**src/rtl/clock_set_ctrl.sv**
```systemverilog
// Mode/set controller and alarm scheduler for the 12-hour BCD clock timer.
// Turns the active-low mode/inc keys into single-cycle timer increment commands,
// gates the 1 Hz tick while setting, and runs a BCD alarm with a time-limited ring.
module clock_set_ctrl #(
    parameter int unsigned RING_SEC = 30
) (
    input  logic       iclk,
    input  logic       irst_n,
    input  logic       iclk_sec,
    input  logic       ikey_mode,
    input  logic       ikey_inc,
    input  logic [7:0] ihour,
    input  logic [7:0] imin,
    input  logic [7:0] isec,
    output logic       otick,
    output logic       ohour_inc,
    output logic       omin_inc,
    output logic [2:0] omode,
    output logic       oblink,
    output logic [7:0] oal_hour,
    output logic [7:0] oal_min,
    output logic       oalarm_en,
    output logic       oring
);

    typedef enum logic [2:0] {
        StRun     = 3'd0,
        StSetHour = 3'd1,
        StSetMin  = 3'd2,
        StAlHour  = 3'd3,
        StAlMin   = 3'd4
    } state_e;

    localparam logic [7:0] RingLoad = RING_SEC[7:0];

    state_e     state_q, state_d;
    logic [2:0] mode_dly_q, inc_dly_q, sec_dly_q;
    logic       hour_inc_q, hour_inc_d;
    logic       min_inc_q, min_inc_d;
    logic [7:0] al_hour_q, al_hour_d;
    logic [7:0] al_min_q, al_min_d;
    logic       alarm_en_q, alarm_en_d;
    logic       ring_q, ring_d;
    logic [7:0] ring_cnt_q, ring_cnt_d;
    logic       match_q, match;
    logic       mode_ev, inc_ev, sec_ev;
    logic       dismiss;

    // BCD increment with wrap from max back to 00; out-of-range digits are not corrected
    function automatic logic [7:0] bcd_inc(input logic [7:0] val, input logic [7:0] max);
        logic [7:0] res;
        if (val == max) begin
            res = 8'h00;
        end else if (val[3:0] == 4'd9) begin
            res = {val[7:4] + 4'd1, 4'd0};
        end else begin
            res = {val[7:4], val[3:0] + 4'd1};
        end
        return res;
    endfunction

    // Falling-edge detect on the synchronised async inputs
    assign mode_ev = mode_dly_q[2] & ~mode_dly_q[1];
    assign inc_ev  = inc_dly_q[2] & ~inc_dly_q[1];
    assign sec_ev  = sec_dly_q[2] & ~sec_dly_q[1];

    assign match = (state_q == StRun) & alarm_en_q & (ihour == al_hour_q) &
                   (imin == al_min_q) & (isec == 8'h00);

    // Three-stage synchronisers for keys and the 1 Hz input
    always_ff @(posedge iclk or negedge irst_n) begin
        if (!irst_n) begin
            mode_dly_q <= 3'b111;
            inc_dly_q  <= 3'b111;
            sec_dly_q  <= 3'b111;
        end else begin
            mode_dly_q <= {mode_dly_q[1:0], ikey_mode};
            inc_dly_q  <= {inc_dly_q[1:0], ikey_inc};
            sec_dly_q  <= {sec_dly_q[1:0], iclk_sec};
        end
    end

    // Mode FSM and key command decode; mode beats inc, ring dismissal beats both
    always_comb begin
        state_d    = state_q;
        hour_inc_d = 1'b0;
        min_inc_d  = 1'b0;
        al_hour_d  = al_hour_q;
        al_min_d   = al_min_q;
        alarm_en_d = alarm_en_q;
        dismiss    = 1'b0;
        case (state_q)
            StRun: begin
                if (mode_ev) begin
                    if (ring_q) dismiss = 1'b1;
                    else        state_d = StSetHour;
                end else if (inc_ev) begin
                    if (ring_q) dismiss = 1'b1;
                    else        alarm_en_d = ~alarm_en_q;
                end
            end
            StSetHour: begin
                if (mode_ev)     state_d = StSetMin;
                else if (inc_ev) hour_inc_d = 1'b1;
            end
            StSetMin: begin
                if (mode_ev)     state_d = StAlHour;
                else if (inc_ev) min_inc_d = 1'b1;
            end
            StAlHour: begin
                if (mode_ev)     state_d = StAlMin;
                else if (inc_ev) al_hour_d = bcd_inc(al_hour_q, 8'h11);
            end
            StAlMin: begin
                if (mode_ev)     state_d = StRun;
                else if (inc_ev) al_min_d = bcd_inc(al_min_q, 8'h59);
            end
            default: state_d = StRun;
        endcase
    end

    // Ring start on match rise, countdown on 1 Hz falling edges, early stop on dismiss/disarm
    always_comb begin
        ring_d     = ring_q;
        ring_cnt_d = ring_cnt_q;
        if (dismiss || (alarm_en_q && !alarm_en_d)) begin
            ring_d = 1'b0;
        end else if (ring_q) begin
            if (sec_ev) begin
                if (ring_cnt_q <= 8'd1) begin
                    ring_d     = 1'b0;
                    ring_cnt_d = 8'd0;
                end else begin
                    ring_cnt_d = ring_cnt_q - 8'd1;
                end
            end
        end else if (match && !match_q) begin
            ring_d     = 1'b1;
            ring_cnt_d = RingLoad;
        end
    end

    // State and output registers
    always_ff @(posedge iclk or negedge irst_n) begin
        if (!irst_n) begin
            state_q    <= StRun;
            hour_inc_q <= 1'b0;
            min_inc_q  <= 1'b0;
            al_hour_q  <= 8'h00;
            al_min_q   <= 8'h00;
            alarm_en_q <= 1'b0;
            ring_q     <= 1'b0;
            ring_cnt_q <= 8'd0;
            match_q    <= 1'b0;
        end else begin
            state_q    <= state_d;
            hour_inc_q <= hour_inc_d;
            min_inc_q  <= min_inc_d;
            al_hour_q  <= al_hour_d;
            al_min_q   <= al_min_d;
            alarm_en_q <= alarm_en_d;
            ring_q     <= ring_d;
            ring_cnt_q <= ring_cnt_d;
            match_q    <= match;
        end
    end

    // Tick gating and blink follow the current mode
    always_comb begin
        otick  = iclk_sec;
        oblink = 1'b0;
        if (state_q == StSetHour || state_q == StSetMin) otick = 1'b1;
        if (state_q != StRun) oblink = iclk_sec;
    end

    assign ohour_inc = hour_inc_q;
    assign omin_inc  = min_inc_q;
    assign omode     = state_q;
    assign oal_hour  = al_hour_q;
    assign oal_min   = al_min_q;
    assign oalarm_en = alarm_en_q;
    assign oring     = ring_q;

endmodule

```
**config.mk**
```make
export PLATFORM = sky130hd
export DESIGN_NAME = clock_set_ctrl
export DESIGN_NICKNAME = d
export VERILOG_FILES = /design/src/rtl/clock_set_ctrl.sv
export SDC_FILE = /design/constraint.sdc
export NUM_CORES = 1
export LEC_CHECK = 0
export CAP_MARGIN = 20
export CORE_UTILIZATION = 50
export DETAILED_ROUTE_END_ITERATION = 12
export PLACE_DENSITY = 0.8
export SLEW_MARGIN = 5
export SYNTH_ARGS = -nofsm -noshare
export SYNTH_HDL_FRONTEND = slang
export SYNTH_SLANG_ARGS = --single-unit
```
**constraint.sdc**
```tcl
create_clock -name iclk -period 2.9 [get_ports iclk]
set_clock_uncertainty 0.2 [all_clocks]
set_input_delay 0.435 -clock iclk [delete_from_list [all_inputs] [get_ports iclk]]
set_output_delay 0.435 -clock iclk [all_outputs]
set_load 0.02 [all_outputs]
```
==> results of run 1 <==
## cell families (layout without fill, tap and decap cells)
logic type	Yosys count	after routing	share of synthesized area [%]
buf+inv	19	76	3.38
simple gates	108	108	24.7
xor+xnor	16	16	5.92
compound gates	56	56	15.9
flops	41	41	43.8
fa+ha+maj	10	10	5.29
mux	2	2	0.951
## worst register-to-register path: stages (launching register included)
cell      delay [ns]
dfrtp_1         0.46
or4_4           0.58
or3_4           0.38
a211oi_2        0.25
nor2b_1         0.08
a311o_1         0.31
## worst paths after layout
check,cells after the start,slack (ns),endpoint
worst min register to register,0,0.16,mode_dly_q[1]$_DFF_PN1_
max in group asynchronous,1,1.90,oal_min[2]$_DFFE_PN0P_
min in group iclk,0,0.16,mode_dly_q[1]$_DFF_PN1_
worst max register to register,5,0.55,ring_cnt_q[2]$_DFFE_PN0P_
worst max-delay path,3,0.28,oblink
worst min-delay path,1,0.04,omin_inc$_DFF_PN0_
## power groups by stage
stage / Clock (mW) / Sequential, mW / Combinational, mW
6_report: 0.392 / 0.823 / 0.679
3_3_place_gp: 0 / 0.825 / 0.657
2_1_floorplan: 0 / 0.819 / 0.410
5_1_grt: 0.422 / 0.837 / 0.757
3_5_place_dp: 0 / 0.828 / 0.678
4_1_cts: 0.394 / 0.818 / 0.683
## cell type report
type / count / area [um2]
clock buffers: 5 / 68.8
clock inverters: 3 / 21.3
fillers: 379 / 1410
inverters: 13 / 48.8
multi-input cells: 192 / 1250
flip-flops and latches: 41 / 1040
well taps: 52 / 65.1
repair buffers: 55 / 541
## stage by stage
| step | total power, mW | cell area (um2) | cells |
|---|---|---|---|
| CTS | 1.90 | 3030 | 361 |
| global route | 2.02 | 3030 | 361 |
| finish | 1.89 | 3030 | 361 |
| detailed placement | 1.51 | 2940 | 353 |
| global placement | 1.48 | 2940 | 353 |
| floorplan | 1.23 | 2370 | 252 |
## per-layer routing
| metal | GRT usage (%) | part of all wire [%] |
|---|---|---|
| met1 | 32.4 | 46 |
| met2 | 40.1 | 48 |
| met3 | 5.98 | 6.0 |
| met4 | 6.00 | 0.91 |
| met5 | 0 | 0 |
## cells in the mapped netlist (2+ instances only)
master	instances
ha_1	10
o21a_1	3
and2_1	2
nor4_1	2
xor2_1	2
clkbuf_1	4
dfrtp_1	32
or3_1	3
dfstp_2	9
mux2_2	2
o21ai_0	17
nand4_1	7
nand2_1	24
xnor2_1	14
nor3b_1	2
o211ai_1	4
a21oi_1	6
o31ai_1	2
inv_1	13
a31oi_1	3
or2_2	2
o22ai_1	3
nor4b_1	2
a21o_1	2
nand2b_1	4
nand3_1	7
nor3_1	12
and3_1	5
nor2_1	20
nor2b_1	4
and4_1	2
o311ai_0	3
## registers in the layout (all words and copies together) (netlist names)
register and cells:
sec_dly_q 3, match_q 1, omin_inc 1, oal_min 8, oalarm_en 1, mode_dly_q 3, ring_cnt_q 8, omode 3
oring 1, inc_dly_q 3, oal_hour 8, ohour_inc 1
==> results.md, run 1 <==
- Status: complete, no violations
- CP Max Fanout: 12
- Part of the cycle the worst path needs: roughly 90%
- Area Growth Syn to Fin: 28.1%
- Clk Latency, worst-skew pair: roughly 0.3 ns
- Pwr dens: approximately 620 nW/um2
- Final antenna-violating net count: 0
- Layout cells sized above 1: 9.71%
- TritonCTS Buffers: 5
- Final WS setup: about 0.28 ns
- Cell taking the most area after synthesis: dfrtp_1
- EDFF count, synth: 0
- Initial antenna violation count: 0
- Yosys reg bits: 41
- Max-Cap Viols: 0
- Clock tree sinks: between 40 and 50
- Avg Inst Size Synth: 9.39 um2
- Netlist cell types: 57
- Share of the synthesized area in the top cell type: approximately 34%
- Crit. End Element: primary output
- Synthesis Warnings: 0
- Post-CTS setup buffer count: 0
- GR Overflow Total: 0
- Initial DRT Pass Iterations: 6
- Worst hold slack: between 0.04 and 0.05 ns
- DRC: 0
- Total die area: between 5000 and 6000 um2
- Post-Syn Area: 2370 um2
- Peak supply drop: about 0.00048 V
- Crit path launch: omode[0]$_DFFE_PN0P_
- Row count: 24
- I/O pin count: between 50 and 60
- Switching power: 0.736 mW
- Leakage: around 1.2 nW
- Cell count after synthesis: around 250
- Vias in the first global route: ~2100
- Slew Viols, Final: 0
- Total number of vias: around 2100
- Slowest stage cell, crit path: dfrtp_1
- R2R Path Start: ring_cnt_q[2]$_DFFE_PN0P_
- Initial drt markers: between 150 and 200
- Share of power burned in registers: 43.4%
- GRT Overall Usage: around 24%
- Post-layout net count: 347
- Share of synthesized registers carrying an async set or reset: between 90% and 100%
- CTS max path bufs: 2
- Diode count: 0
- Int Power: ~1.2 mW
- Worst setup SP type: flop
- Top delay family on crit path: simple AND/OR/NAND/NOR gates
- FMAX: 0.382 GHz
- Clock group share of total power: 20.7%
- Crit path largest cell delay: ~0.53 ns
- Total core area: 4440 um2
- Sw frac: 38.9%
- Chip Width: roughly 71 um
- TNS Setup: 0 ns
- RSZ-0062 raised after global routing: no
- Root Buffer: clkbuf_8
- Crit Path Category: flop to primary output
- Final Setup Violations: 0
- Crit path cell chain: or3_1 -> and2_1 -> clkdlybuf4s50_1
- Routability Congestion: around 0.84
- H-tree levels: 2
- Placement Setup Slack: approximately 0.37 ns
- Crit path arrival time: ~2.0 ns
- Chip height: just over 70 um
- Final Hold Vio Count: 0
- Largest net degree at the start of global routing: 42
- WP buf/inv: 1
- Synth area leaders: dfrtp_1, dfstp_2, ha_1, xnor2_1, nand2_1
- CTS tree: done
- Final Core Density: 68.2%
- Mapped Nets: slightly below 300
- Sequential area share after synthesis: 43.8%
- Data required, critical path: 2.27 ns
- # port buffers: 53
- Gates resized, CTS repair: 0
- Wirelength per Cell: 15.2 um
- CTS Hold Bufs: 0
- Worst-Margin Slew: about 0.89 ns
- Hold WC Path Type: primary input to asynchronous set/reset pin
- Final min period: between 2 and 3 ns
- DR vias/cell: about 6
- Commonest cells after routing, fill and taps aside: clkdlybuf4s50_1, dfrtp_1, nand2_1
- Comb power frac: between 30% and 40%
- Max_slew headroom: between 40% and 50%
- Placed wire-length estimate: between 4 and 5 mm
- Most common cell after layout, fill and taps aside: clkdlybuf4s50_1
- Initial Util: 53.3%
- Global-route wire length before repair: 9.54 mm
- WL final: roughly 5.5 mm
- Clock-pin slew of the registers on the worst-case setup and hold paths: 0.09 ns
- Main synth FF type: dfrtp_1
(Power assumes the default switching activity.)
==> run 2: changes to the inputs <==
- PLACE_DENSITY: 0.8 -> 0.87
==> run 2 against run 1 <==
Effect of this change:
- count of clock-buffer cells in the layout rose by 1
- cell count unchanged
- register-to-register slack gained 0.03 ns
- largest cell class unchanged
- largest power group unchanged
==> results.md, run 2 (same netlist as run 1, synthesis figures left out) <==
- TNS Setup: 0 ns (unchanged)
- TritonCTS Buffers: 5 (unchanged)
- CTS tree: done
- Total die area: 5010 um2 (unchanged)
- WL final: 5.54 mm (+0.84%)
- Crit. End Element: primary output
- Gates resized, CTS repair: 0 (unchanged)
- Worst-Margin Slew: 0.881 ns (-0.00566 ns)
- Final Hold Vio Count: 0 (unchanged)
- DRC: 0 (unchanged)
- FMAX: 0.388 GHz (+1.6%)
- Slowest stage cell, crit path: clkdlybuf4s50_1
- Worst hold slack: 0.0515 ns (+0.00757 ns)
- Final Power: 1.97 mW (+3.8%)
- Clk Latency, worst-skew pair: 0.29 ns (about the same)
- Initial Util: 53.3% (unchanged)
- Clock-pin slew of the registers on the worst-case setup and hold paths: 0.08 ns (about the same)
- Routability Congestion: 0.899 (+7.5%)
- GRT Overall Usage: 23.2% (-1.1 points)
- Final Setup Violations: 0 (unchanged)
- Initial antenna violation count: 0 (unchanged)
- Leakage: 1.23 nW (+0.89%)
- Total core area: 4440 um2 (unchanged)
- Layout cells sized above 1: 9.39% (-0.32 points)
- Crit path largest cell delay: 0.54 ns (about the same)
- Worst Reg-to-Reg Cells: 5 (unchanged)
- Vias in the first global route: 1965 (-5.9%)
- Final min period: 2.58 ns (-0.0410 ns)
- Clock tree sinks: 41 (unchanged)
- Post-CTS setup buffer count: 0 (unchanged)
- CTS Hold Bufs: 0 (unchanged)
- GR Overflow Total: 0 (unchanged)
- Part of the cycle the worst path needs: 88.9% (-1.4 points)
- Chip height: 70.8 um (unchanged)
- Wirelength per Cell: 15.3 um (+0.84%)
- CTS max path bufs: 2 (unchanged)
- Row count: 24 (unchanged)
- Global-route wire length before repair: 9.10 mm (-4.6%)
- Initial drt markers: 113 (-33%)
- Crit path cell chain: or3_1 -> and2_1 -> clkdlybuf4s50_1
- Hold WC Path Type: primary input to asynchronous set/reset pin
- Diode count: 0 (unchanged)
- Crit Path Category: flop to primary output
- R2R Path Start: ring_cnt_q[2]$_DFFE_PN0P_
- DR vias/cell: 5.90 (+0.52%)
- R2r setup slk: 0.58 ns (+0.03 ns)
- I/O pin count: 54 (unchanged)
- Status: complete, no violations
- Final antenna-violating net count: 0 (unchanged)
- Chip Width: 70.8 um (unchanged)
- Commonest cells after routing, fill and taps aside: clkdlybuf4s50_1, dfrtp_1, nand2_1
- Initial DRT Pass Iterations: 4 (-2)
- # port buffers: 53 (unchanged)
- WP buf/inv: 1 (unchanged)
- Area Growth Syn to Fin: 29.0%
- Post-layout net count: 347 (unchanged)
- RSZ-0062 raised after global routing: no
- Largest net degree at the start of global routing: 42 (unchanged)
- Reg-to-reg endpoint: ring_cnt_q[2]$_DFFE_PN0P_
- Worst setup SP type: flop
- Most common cell after layout, fill and taps aside: clkdlybuf4s50_1
- Peak supply drop: 0.000482 V (+1.3%)
- H-tree levels: 2 (unchanged)
- Crit path arrival time: 1.94 ns (-0.04 ns)
- Pwr dens: 644 nW/um2 (+3.1%)
- Max_slew headroom: 41.3% (+0.38 points)
- CP Max Fanout: 12 (unchanged)
- Placed wire-length estimate: 4.05 mm (+1.1%)
- Slew Viols, Final: 0 (unchanged)
- Max-Cap Viols: 0 (unchanged)
- Root Buffer: clkbuf_8
- Top delay family on crit path: simple AND/OR/NAND/NOR gates
- Data required, critical path: 2.27 ns (about the same)
- Total number of vias: 2129 (+0.52%)
-- run 2: cell types whose count changed in the layout (fill, tap and decap cells not counted) --
cell	before	now
clkbuf_1	0	1
clkinvlp_4	1	0
clkinv_2	1	0
inv_6	1	0
clkinv_4	0	1
bufinv_16	0	1
-- run 2: routing by layer --
metal / part of all wire, % / vias to the layer above / track usage (%) / wire length [um]
li1: - / 1029 / - / -
met1: 43 / 1025 / 29.7 / 2380
met3: 4.9 / 10 / 5.27 / 271
met5: 0 / - / 0 / 0
met4: 1.5 / 0 / 8.00 / 85
met2: 50 / 65 / 39.0 / 2790
-- run 2: how the worst max path moves through the flow --
stage | slack, ns | cells after the start | to | start
after floorplan | 0.71 | 5 | ring_cnt_q[2]$_DFFE_PN0P_ | ring_cnt_q[2]$_DFFE_PN0P_
after global placement | 0.50 | 6 | ring_cnt_q[0]$_DFFE_PN0P_ | isec[5]
after detailed placement | 0.42 | 6 | ring_cnt_q[0]$_DFFE_PN0P_ | isec[5]
after CTS | 0.33 | 3 | oblink | omode[0]$_DFFE_PN0P_
after global routing | 0.28 | 3 | oblink | omode[0]$_DFFE_PN0P_
final | 0.32 | 3 | oblink | omode[0]$_DFFE_PN0P_
-- run 2: report_power, final --
| group | switching, mW | internal, mW | total (mW) | leakage (nW) |
|---|---|---|---|---|
| sequential | 0.159 | 0.664 | 0.823 | 0.504 |
| combinational | 0.359 | 0.324 | 0.683 | 0.668 |
| clock | 0.201 | 0.258 | 0.460 | 0.0554 |
| total | 0.719 | 1.25 | 1.97 | 1.23 |
-- run 2: area by class of cell --
type | count | area [um2]
clock buffer | 6 | 72.6
fill | 345 | 1390
clock inverter | 2 | 38.8
timing repair buffer | 55 | 541
multi-input combinational | 192 | 1250
tap | 52 | 65.1
inverter | 13 | 48.8
sequential | 41 | 1040
-- run 2: metrics by stage --
| stage | std cells | area, um2 | util, % | worst slack [ns] |
|---|---|---|---|---|
| global placement | 353 | 2940 | 66.2 | 0.503 |
| floorplan | 252 | 2370 | - | 0.707 |
| detailed placement | 353 | 2940 | 66.2 | 0.420 |
| CTS | 361 | 3050 | 68.7 | 0.326 |
| global route | 361 | 3050 | 68.7 | 0.276 |
| finish | 361 | 3050 | 68.7 | 0.323 |
